$ cat config.mk
export PLATFORM = sky130hd
export DESIGN_NAME = ramb16_s2_s36_gearbox_ctrl
export DESIGN_NICKNAME = d
export VERILOG_FILES = /design/src/rtl/ramb16_gearbox_pkg.sv /design/src/rtl/ramb16_gearbox_level.sv /design/src/rtl/ramb16_s2_s36_gearbox_ctrl.sv
export SDC_FILE = /design/constraint.sdc
export NUM_CORES = 1
export LEC_CHECK = 0
export CORE_ASPECT_RATIO = 2
export CORE_MARGIN = 2
export CORE_UTILIZATION = 35
export CTS_BUF_LIST = sky130_fd_sc_hd__clkbuf_2 sky130_fd_sc_hd__clkbuf_4 sky130_fd_sc_hd__clkbuf_8
export CTS_CLUSTER_SIZE = 40
export DETAILED_ROUTE_END_ITERATION = 8
export DONT_BUFFER_PORTS = 1
export GPL_TIMING_DRIVEN = 1
export PLACE_DENSITY = 0.6
export RECOVER_POWER = 50
export SLEW_MARGIN = 10
export SYNTH_ARGS = -nofsm -noshare
export SYNTH_HDL_FRONTEND = slang
export SYNTH_HIERARCHICAL = 1
export SYNTH_SLANG_ARGS = --single-unit
$ cat constraint.sdc
create_clock -name CLK -period 5.8 [get_ports CLK]
set_clock_uncertainty 0.05 [all_clocks]
set_input_delay 0.58 -clock CLK [delete_from_list [all_inputs] [get_ports CLK]]
set_output_delay 0.58 -clock CLK [all_outputs]
set_load 0.05 [all_outputs]
$ cat src/rtl/ramb16_gearbox_pkg.sv
// Shared widths and read-FSM encoding for the 2-bit-in / 32-bit-out block-RAM gearbox.
package ramb16_gearbox_pkg;

  localparam int SYM_W         = 2;
  localparam int WORD_W        = 32;
  localparam int SYMS_PER_WORD = 16;
  localparam int ADDRA_W       = 13;
  localparam int ADDRB_W       = 9;
  localparam int LEVEL_W       = 14;
  localparam int WORDS_W       = LEVEL_W - 4;

  localparam logic [LEVEL_W-1:0] DEPTH_SYM = LEVEL_W'(1 << ADDRA_W);

  typedef enum logic [0:0] {
    IDLE = 1'b0,
    CAPT = 1'b1
  } rd_state_e;

endpackage

$ cat src/rtl/ramb16_gearbox_level.sv
// Fill-level accounting in symbols: +1 per accepted symbol, -16 per released word.
module ramb16_gearbox_level
  import ramb16_gearbox_pkg::*;
#(
  parameter int AFULL_SYM    = 8064,
  parameter int AEMPTY_WORDS = 1
) (
  input  logic               clk,
  input  logic               rst_n,
  input  logic               flush,
  input  logic               inc,
  input  logic               dec16,
  output logic [LEVEL_W-1:0] level,
  output logic [WORDS_W-1:0] words,
  output logic               full,
  output logic               almost_full,
  output logic               almost_empty
);

  localparam logic [LEVEL_W-1:0] AF_TH = LEVEL_W'(AFULL_SYM);
  localparam logic [WORDS_W-1:0] AE_TH = WORDS_W'(AEMPTY_WORDS);

  logic [LEVEL_W-1:0] level_q, level_d;

  always_comb begin
    level_d = level_q;
    if (flush) begin
      level_d = '0;
    end else begin
      case ({inc, dec16})
        2'b10:   level_d = level_q + LEVEL_W'(1);
        2'b01:   level_d = level_q - LEVEL_W'(16);
        2'b11:   level_d = level_q - LEVEL_W'(15);
        default: level_d = level_q;
      endcase
    end
  end

  always_ff @(posedge clk or negedge rst_n) begin
    if (!rst_n) level_q <= '0;
    else        level_q <= level_d;
  end

  // Whole words only; a partial tail word never counts.
  assign words        = level_q[LEVEL_W-1:4];
  assign level        = level_q;
  assign full         = (level_q == DEPTH_SYM);
  assign almost_full  = (level_q >= AF_TH);
  assign almost_empty = (words <= AE_TH);

endmodule

$ cat src/rtl/ramb16_s2_s36_gearbox_ctrl.sv
// Gearbox FIFO controller around an 8192x2 / 512x32 dual-port block RAM.
// Define RAMB16_GEARBOX_ERR_EN to add the err_sticky / err_clr overflow-underrun flag.
module ramb16_s2_s36_gearbox_ctrl
  import ramb16_gearbox_pkg::*;
#(
  parameter int AFULL_SYM    = 8064,
  parameter int AEMPTY_WORDS = 1
) (
  input  logic               CLK,
  input  logic               RST_N,
  input  logic               flush,
  input  logic               in_valid,
  output logic               in_ready,
  input  logic [SYM_W-1:0]   in_data,
  output logic               out_valid,
  input  logic               out_ready,
  output logic [WORD_W-1:0]  out_data,
  output logic [LEVEL_W-1:0] level,
  output logic               almost_full,
  output logic               almost_empty,
  output logic [ADDRA_W-1:0] ADDRA,
  output logic [SYM_W-1:0]   DIA,
  output logic               ENA,
  output logic               WEA,
  output logic [ADDRB_W-1:0] ADDRB,
  output logic               ENB,
  input  logic [WORD_W-1:0]  DOB
`ifdef RAMB16_GEARBOX_ERR_EN
  ,
  input  logic               err_clr,
  output logic               err_sticky
`endif
);

  logic               rdy_en_q;
  logic [ADDRA_W-1:0] wr_ptr_q, wr_ptr_d;
  logic [ADDRB_W-1:0] rd_ptr_q, rd_ptr_d;
  rd_state_e          state_q, state_d;
  logic               out_valid_q, out_valid_d;
  logic [WORD_W-1:0]  out_data_q, out_data_d;

  logic               accept, issue, capt, full;
  logic [WORDS_W-1:0] words;

  // A word stays counted in level until CAPT, so in IDLE every counted
  // word is still unissued and port A cannot overwrite a word being read.
  assign capt     = (state_q == CAPT);
  assign in_ready = rdy_en_q && !full && !flush;
  assign accept   = in_valid && in_ready;
  assign issue    = (state_q == IDLE) && (words != '0) &&
                    (!out_valid_q || out_ready) && !flush;

  assign ENA   = accept;
  assign WEA   = accept;
  assign ADDRA = wr_ptr_q;
  assign DIA   = accept ? in_data : '0;
  assign ENB   = issue;
  assign ADDRB = rd_ptr_q;

  assign out_valid = out_valid_q;
  assign out_data  = out_data_q;

  ramb16_gearbox_level #(
    .AFULL_SYM   (AFULL_SYM),
    .AEMPTY_WORDS(AEMPTY_WORDS)
  ) u_level (
    .clk         (CLK),
    .rst_n       (RST_N),
    .flush       (flush),
    .inc         (accept),
    .dec16       (capt && !flush),
    .level       (level),
    .words       (words),
    .full        (full),
    .almost_full (almost_full),
    .almost_empty(almost_empty)
  );

  always_comb begin
    wr_ptr_d    = wr_ptr_q;
    rd_ptr_d    = rd_ptr_q;
    state_d     = state_q;
    out_valid_d = out_valid_q;
    out_data_d  = out_data_q;
    if (flush) begin
      wr_ptr_d    = '0;
      rd_ptr_d    = '0;
      state_d     = IDLE;
      out_valid_d = 1'b0;
      out_data_d  = '0;
    end else begin
      if (accept) wr_ptr_d = wr_ptr_q + ADDRA_W'(1);
      if (capt) begin
        // Output slot was freed when the read was issued, so capture is unconditional.
        out_data_d  = DOB;
        out_valid_d = 1'b1;
        rd_ptr_d    = rd_ptr_q + ADDRB_W'(1);
        state_d     = IDLE;
      end else begin
        if (out_valid_q && out_ready) out_valid_d = 1'b0;
        if (issue)                    state_d     = CAPT;
      end
    end
  end

  always_ff @(posedge CLK or negedge RST_N) begin
    if (!RST_N) begin
      rdy_en_q    <= 1'b0;
      wr_ptr_q    <= '0;
      rd_ptr_q    <= '0;
      state_q     <= IDLE;
      out_valid_q <= 1'b0;
      out_data_q  <= '0;
    end else begin
      rdy_en_q    <= 1'b1;
      wr_ptr_q    <= wr_ptr_d;
      rd_ptr_q    <= rd_ptr_d;
      state_q     <= state_d;
      out_valid_q <= out_valid_d;
      out_data_q  <= out_data_d;
    end
  end

`ifdef RAMB16_GEARBOX_ERR_EN
  logic err_q, err_d;

  always_comb begin
    err_d = err_q;
    if (err_clr || flush) begin
      err_d = 1'b0;
    end else if ((in_valid && full) ||
                 (out_ready && !out_valid_q && (state_q == IDLE) && (words == '0))) begin
      err_d = 1'b1;
    end
  end

  always_ff @(posedge CLK or negedge RST_N) begin
    if (!RST_N) err_q <= 1'b0;
    else        err_q <= err_d;
  end

  assign err_sticky = err_q;
`endif

endmodule

# Word-level counts from Yosys, hierarchy flattened
# Cells that the tools add are included.
[totals]
regBits = 71
input_bits = 39
out_inout_bits = 77
word_cells = 51
[op_classes]
n_addsub = 5
n_lt_le_gt_ge = 2
eq_ne = 4
n_mux = 15
bitwise = 1
reduce_logical = 17
[op_table]
columns = ["op", "count"]
rows = [
  ["$mux 32", 2],
  ["$pmux 14 s3", 1],
  ["$mux 13", 2],
  ["$mux 9", 2],
  ["$add 14x1->14 const B", 1],
  ["$eq 14x14->1 const B", 1],
  ["$ge 14x13->1 const B", 1],
  ["$mux 14", 1],
  ["$sub 14x4->14 const B", 1],
  ["$sub 14x5->14 const B", 1],
  ["$add 13x1->13 const B", 1],
  ["$le 10x1->1 const B", 1],
  ["$reduce_bool 10->1", 1],
  ["$add 9x1->9 const B", 1],
  ["$logic_and 1x1->1", 8],
  ["$mux 1", 6],
  ["$eq 2x2->1 const B", 2],
  ["$reduce_bool 2->1", 2],
  ["$reduce_bool 4->1", 1],
  ["$logic_not 1->1", 3],
  ["$reduce_bool 3->1", 1],
  ["$eq 2x1->1 const B", 1],
  ["$mux 2", 1],
  ["$logic_or 1x1->1", 1],
  ["$not 1->1", 1],
]

# Logic depth before layout (Yosys ltp)
# Gate-level depths: netlist of the first run.
[logic_depth]
depth_word = 8
depth_mapped = 17
mapped_depth_nobuf = 14

# Cells and area by module
# The synthesis of the first run kept the hierarchy.
[modules_own_cells]
columns = ["mod", "instances", "cells_per_inst", "area_each_um2", "seq_area_each_um2"]
rows = [
  ["ramb16_s2_s36_gearbox_ctrl", 1, 232, 2573.7, 1426.4],
  ["ramb16_gearbox_level", 1, 152, 1291.2, 350.3],
]

# Worst setup path before layout of the first run
# No wires, ideal clock.
[synth_path]
kind = "register -> register"
from = "reg u_level.level_q[5], in the netlist u_level/level[5]"
to = "reg u_level.level_q[12], in the netlist u_level/level[12]"
setup_ps = 128
t_arrival_ps = 3775
required_ps = 5622
slack_ps = 1848
stages_incl_launch_ff = 18
path_buffers = 3
period_less_slack_ps = 3952
cell_sequence = "dfrtp_1 > clkbuf_1 > inv_1 > ha_1 > nand4_1 > nor2_1 > nand4bb_4 > buf_6 > buf_6 > inv_2 > inv_2 > nor2_1 > ha_1 > a41o_1 > nor4_4 > a41o_1 > a32oi_1 > mux2_1"
[synth_between]
elab_chain_cells = 8
elab_cells_between_ends = 14
classes_between = "add/sub (3); eq/ne (4); mux (2); reduce/logical (5)"
[synth_rtl]
columns = ["element", "line", "source"]
rows = [
  ["from (decl)", "ramb16_gearbox_level.sv:23", "logic [LEVEL_W-1:0] level_q, level_d;"],
  ["from (signal assigned)", "ramb16_gearbox_level.sv:41", "else level_q <= level_d;"],
  ["$eq 14x14->1 (*)", "ramb16_gearbox_level.sv:47", "assign full = (level_q == DEPTH_SYM);"],
  ["via full", "ramb16_s2_s36_gearbox_ctrl.sv:42", "logic accept, issue, capt, full;"],
  ["$logic_not 1->1 (*)", "ramb16_s2_s36_gearbox_ctrl.sv:48", "assign in_ready = rdy_en_q && !full && !flush;"],
  ["$logic_and 1x1->1 (*) (2 in a row)", "ramb16_s2_s36_gearbox_ctrl.sv:48", ""],
  ["$logic_and 1x1->1 (*)", "ramb16_s2_s36_gearbox_ctrl.sv:49", "assign accept = in_valid && in_ready;"],
  ["via ENA", "ramb16_s2_s36_gearbox_ctrl.sv:23", "output logic ENA,"],
  ["$eq 2x2->1 or $eq 2x1->1 (tied branches)", "ramb16_gearbox_level.sv:30", "case ({inc, dec16})"],
  ["$pmux 14 s3", "ramb16_gearbox_level.sv:30", ""],
  ["$mux 14", "ramb16_gearbox_level.sv:27", "if (flush) begin"],
]
# Mark *: on every way through the listed nets, which the timed path passes. The rest lies on a longest branch.
# A chain may end at the register's enable or synchronous reset.

# Worst setup path in the final report of the first run
# Ends and elaborated chain as after synthesis.

==> impl_metrics.yaml, run 1 <==
global_routing:
  grt-ovfl-total: 0
  grt_pass1_vias: 2882
  grt_max_degree: 72
  grt_pass1_wl_um: 15200
  grt_util_all_layers_pct: 16.4
  antenna_found_initial: 0
clock_network:
  clkSlewWorstSetupHoldPaths_ps: 80
  cts_root_buf: "clkbuf_8"
  post_cts_buffers: 0
  post_cts_resized: 0
  cts_max_level: 3
  cts-buffers-inserted: 9
  clock-sinks: 71
  insertion_delay_ps: 360
  clock_path_buffers: 2
  cts_tree: "done"
power:
  swShare_pct: 42.8
  comb_power_share_pct: 28.0
  ir_worst_vdd_uv: 393
  p_clk_share_pct: 25.8
  leakagePower_nw: 1.74
  p_int_w: 0.00101
  p_sw_w: 0.000754
  p_per_area_mw_per_mm2: 428
  seq_power_share_pct: 46.2
die:
  core_mm2: 0.0108
  start_util_pct: 35.8
  die_w_um: 78.3
  ios: 116
  rows: 54
  die_h_um: 153
  dieArea_mm2: 0.0120
yosys:
  yosys_most_used_dff: "dfrtp_1"
  async_flop_share_pct: 100
  post-synth-top-count-cell: "dfrtp_1"
  yosys-top-cells-count: "dfrtp_1 (71), nor2_1 (65), mux2i_1 (36)"
  synth.area.top_cells: "dfrtp_1 (46%), mux2i_1 (9.3%), nor2_1 (6.3%), ha_1 (2.6%), nand2_1 (2.2%)"
  synth.cell_area_mm2: 0.00386
  syn_avg_cell_area_um2: 10.1
  yosysTopAreaCell: "dfrtp_1"
  synth_seq_area_share_pct: 46.0
  yosysUniqueCellTypes: 60
  synth_edf_count: 0
  syn_inst: 384
  synth_warnings: 6
  synth-seq-cells: 71
  synth_top_area_share_pct: 46.0
  synth_fp_nets: 431
finish:
  fin_nets: 418
  fill_cells: 1082
  antenna_cells: 0
  fin_area_mm2: 0.00412
  drive_gt1_share_pct: 9.84
  area_growth_pct: 6.54
setup_path:
  cp.arrival_ps: 4890
  crit_path_end_kind: "register"
  startpoint_type: "register"
  path_max_fanout: 22
  crit_type: "register to register"
  crit_required_ps: 5990
min_path:
  min_path_type: "input pin to register"
status:
  violations: "capacitance limit, slew limit"
  outcome: "complete, but fails checks"
drt:
  dr.pass1.iters: 4
  drc: 0
  finalWirelength_um: 9440
  top_layer: "met4"
  postRouteAntennaNets: 0
  m1WireLength_um: 3480
  drt-initial-drc-count: 170
  wl_per_cell_um: 18.3
  viasPerCell: 5.53
  route.met3.wl_um: 614
  num_vias: 2856
  wl_met2_um: 5040
sta:
  grt_setup_unrepaired: "false"
  finalCritPeriodShare_pct: 81.1
  hold_viol: 0
  setup_violations: 0
  relSlewSlack_pct: -160
  min_period_ps: 4710
  final_max_slew_viol_count: 112
  worst_slew_pin_slew_ps: 3900
  fin_tns_setup_ps: 0
  fmax_ghz: 0.213
placement:
  dp_hpwl_um: 6470
  gp_congestion: 0.884
  port_buffers: 0
  placed_area_mm2: 0.00389
run:
  drv_cap: 2
## cell families (layout without fill, tap and decap cells)
family	after synthesis	after routing	share of synthesized area, %
simple gates	150	150	20.5
flops	71	71	46.0
compound gates	53	53	9.81
buf+inv	43	35	6.31
mux	42	42	11.1
xor+xnor	15	15	3.40
fa+ha+maj	9	9	2.85
other cells	1	1	0.0970
## registers in the layout, summed over array words and instances (netlist names)
name,cells
ADDRA,13
capt,1
rdy_en_q,1
out_valid,1
u_level/level,14
ADDRB,9
out_data,32
## layout make-up
| class | count | area [um^2] | area share (%) |
|---|---|---|---|
| Clock buffer | 9 | 124 | 3.01 |
| Sequential cell | 71 | 1780 | 43.2 |
| Tap cell | 140 | 175 | 4.25 |
| Multi-Input combinational cell | 270 | 1850 | 44.9 |
| Inverter | 13 | 51.3 | 1.25 |
| Clock inverter | 7 | 103 | 2.49 |
| Timing Repair Buffer | 6 | 37.5 | 0.912 |
## worst paths after layout
check                      cells after the start  slack [ps]                       endpoint                         start
max in group asynchronous                      1        1700                 capt$_DFF_PN0_                         RST_N
hold / removal                                 1         260   u_level/level[7]$_DFFE_PN0P_                         flush
setup / recovery                              14        1090  u_level/level[12]$_DFFE_PN0P_  u_level/level[5]$_DFFE_PN0P_
setup reg to reg                              14        1090  u_level/level[12]$_DFFE_PN0P_  u_level/level[5]$_DFFE_PN0P_
min in group asynchronous                      1        1510           ADDRA[0]$_DFFE_PN0P_                         RST_N
hold reg to reg                                2         760           ADDRA[0]$_DFFE_PN0P_            rdy_en_q$_DFF_PN0_
## power by group through the flow
stage | combinational [W] | sequential, W | clock, W
2_1_floorplan | 0.000420 | 0.000802 | 0
3_3_place_gp | 0.000458 | 0.000825 | 0
3_5_place_dp | 0.000468 | 0.000826 | 0
4_1_cts | 0.000482 | 0.000816 | 0.000477
5_1_grt | 0.000548 | 0.000825 | 0.000496
6_report | 0.000494 | 0.000814 | 0.000455
## cell usage in the layout, fill, tap and decap left out, types with 8 or more instances in the layout
master	netlist	routed
a21oi_1	12	12
clkbuf_8	0	9
dfrtp_1	71	70
ha_1	8	8
inv_1	10	10
mux2i_1	36	36
nand2_1	23	23
nand3_1	12	12
nor2_1	65	65
xnor2_1	8	8
## metrics by stage
stage	setup slack (ps)	power, W	utilization [%]	cells	hold slack [ps]
floorplan	1850	0.00122	-	384	234
global placement	1220	0.00128	36.0	499	236
detailed placement	1120	0.00129	36.0	499	236
CTS	1090	0.00178	38.3	516	54.4
global route	710	0.00187	38.1	516	232
finish	1090	0.00176	38.1	516	257
## routing by layer
metal | up-vias | global-route usage [%]
li1 | 1320 | -
met1 | 1400 | 17.6
met2 | 117 | 28.6
met5 | - | 0
met4 | 0 | 8.10
met3 | 19 | 4.86
## critical path, cell delays in order, from the launching register on
cell	delay, ps
dfrtp_1	870
inv_1	240
ha_1	250
nand4_1	80
nor2_1	90
nand4bb_4	420
inv_2	670
inv_2	190
nor2_1	230
ha_1	300
a41o_1	300
nor4_4	270
a41o_1	170
a32oi_1	120
mux2_1	330
## timing repair
item | in CTS | in global routing
setup endpoints to repair | 0 | 0
hold endpoints to repair | 71 | 0
hold buffers | 1 | 0
No activity file was read; power rests on OpenSTA's default activity.
==> inputs of run 2 (changes only) <==
Settings changed: PLACE_DENSITY 0.6 to 0.62.
Clock period 5.8 ns to 3.79 ns, I/O delays scaled along.
==> impl_metrics.yaml, run 2 (synthesis gave the netlist of run 1 again) <==
status:
  outcome: "complete, but fails checks"
  violations: "capacitance limit, slew limit"
finish:
  largest_reg_flops: 32
  seq_area_mm2: 0.00178
  area_growth_pct: 9.03
  multi_input_area_mm2: 0.00185
  mostFrequentLayoutCells: "dfrtp_1 (69), nor2_1 (65), mux2i_1 (36)"
  drive_gt1_share_pct: 11.8
  fill_cells: 1076
  final_common_cell: "dfrtp_1"
  antenna_cells: 0
  fin_nets: 433
global_routing:
  grt_use_met2_pct: 29.2
  grtUsageMet3_pct: 3.73
  antenna_found_initial: 0
  grt_pass1_vias: 3034
  grt_util_all_layers_pct: 16.0
  grt-ovfl-total: 0
  grt_max_degree: 72
  top_usage_layer: "met2"
  grt_pass1_wl_um: 14900
  use_met1_pct: 15.5
clock_network:
  cts-buffers-inserted: 9
  clock_path_buffers: 2
  cts_max_level: 3
  clkSlewWorstSetupHoldPaths_ps: 80
  post_cts_resized: 0
  clock-sinks: 71
  insertion_delay_ps: 350
  cts_tree: "done"
  cts_root_buf: "clkbuf_8"
setup_path:
  ff2ff_path_depth: 13
  crit_type: "register to register"
  crit_required_ps: 3980
  cp.arrival_ps: 3470
  crit_path_end_kind: "register"
  crit_start: "u_level/level[10]$_DFFE_PN0P_"
  r2r-start: "u_level/level[10]$_DFFE_PN0P_"
  crit_chain: "nor3_2 -> nand3_1 -> nor2_1 -> nand4bb_4 -> inv_2 -> inv_2 -> nor2_1 -> ha_1 -> a41o_1 -> nor4_4 -> a41o_1 -> a32oi_1 -> mux2_1"
  slowest_delay_ps: 410
  critPathSlowestCell: "dfrtp_1"
  path_max_fanout: 7
  startpoint_type: "register"
sta:
  setup_violations: 0
  relSlewSlack_pct: -22.7
  layout_setup_ws_ps: 506
  fin_tns_setup_ps: 0
  hold_viol: 0
  finalCritPeriodShare_pct: 86.7
  worst_slew_pin_slew_ps: 1840
  grt_setup_unrepaired: "false"
  fmax_ghz: 0.305
  min_period_ps: 3280
  final_max_slew_viol_count: 72
power:
  ir_worst_vdd_uv: 333
  leakagePower_nw: 1.79
  p_total_w: 0.00270
  p_per_area_mw_per_mm2: 641
placement:
  dp_hpwl_um: 6650
  port_buffers: 0
  gp_congestion: 0.810
  post-place-ws_ps: 568
min_path:
  worstHoldStart: "flush"
  whs_path_depth: 1
  min_path_type: "input pin to register"
drt:
  viasPerCell: 5.49
  dr.pass1.iters: 5
  num_vias: 2916
  wl_per_cell_um: 17.7
  drt-initial-drc-count: 171
  finalWirelength_um: 9400
  postRouteAntennaNets: 0
  drc: 0
die:
  core_mm2: 0.0108
  dieArea_mm2: 0.0120
  die_h_um: 153
  die_w_um: 78.3
  start_util_pct: 35.8
  ios: 116
  rows: 54
run:
  drv_cap: 1
==> run 2: metrics by stage <==
step	instance area, um^2	cells	utilization, %	hold WS [ps]
finish	4210	531	39.0	55.9
global route	4210	531	39.0	19.2
CTS	4270	531	39.5	23.6
detailed placement	4000	513	37.0	35.8
global placement	4000	513	37.0	36.6
floorplan	3870	384	-	33.4
==> run 2: area by class of cell <==
| class | instances | area share [%] |
|---|---|---|
| Clock buffer | 11 | 3.59 |
| Clock inverter | 5 | 1.90 |
| Inverter | 13 | 1.22 |
| Multi-Input combinational cell | 270 | 43.9 |
| Sequential cell | 71 | 42.2 |
| Tap cell | 140 | 4.16 |
| Timing Repair Buffer | 21 | 3.03 |
==> run 2: path summary, 6_finish.rpt <==
check,end,slack (ps)
max reg2reg,u_level/level[12]$_DFFE_PN0P_,510
max,u_level/level[12]$_DFFE_PN0P_,510
min,u_level/level[0]$_DFFE_PN0P_,60
max in group asynchronous,u_level/level[5]$_DFFE_PN0P_,1450
min in group asynchronous,u_level/level[10]$_DFFE_PN0P_,990
min reg2reg,u_level/level[1]$_DFFE_PN0P_,670
==> run 2: where the power goes <==
group | internal [W] | switching [W]
registers | 0.000846 | 0.000296
logic | 0.000312 | 0.000557
clock network | 0.000405 | 0.000287
total | 0.00156 | 0.00114
==> run 2: repair_timing <==
action / in CTS / in global routing
buffers inserted: 0 / 0
hold buffers: 2 / 0
hold endpoints to repair: 71 / 0
==> run 2: critical path: cells and delay by family, from the launching register on <==
| kind | cells | cell delay, ps |
|---|---|---|
| AO/OA/AOI/OAI | 3 | 840 |
| adder cells (fa/ha/maj) | 1 | 340 |
| buffers and inverters | 2 | 170 |
| flip-flops | 1 | 410 |
| multiplexers | 1 | 330 |
| AND/OR/NAND/NOR | 6 | 1040 |
==> run 2: routing by layer <==
metal  vias up  share of wire, %
met3        24               6.1
met5         -                 0
met1      1423                36
met2       122                55
met4         0               3.3
li1       1347                 -
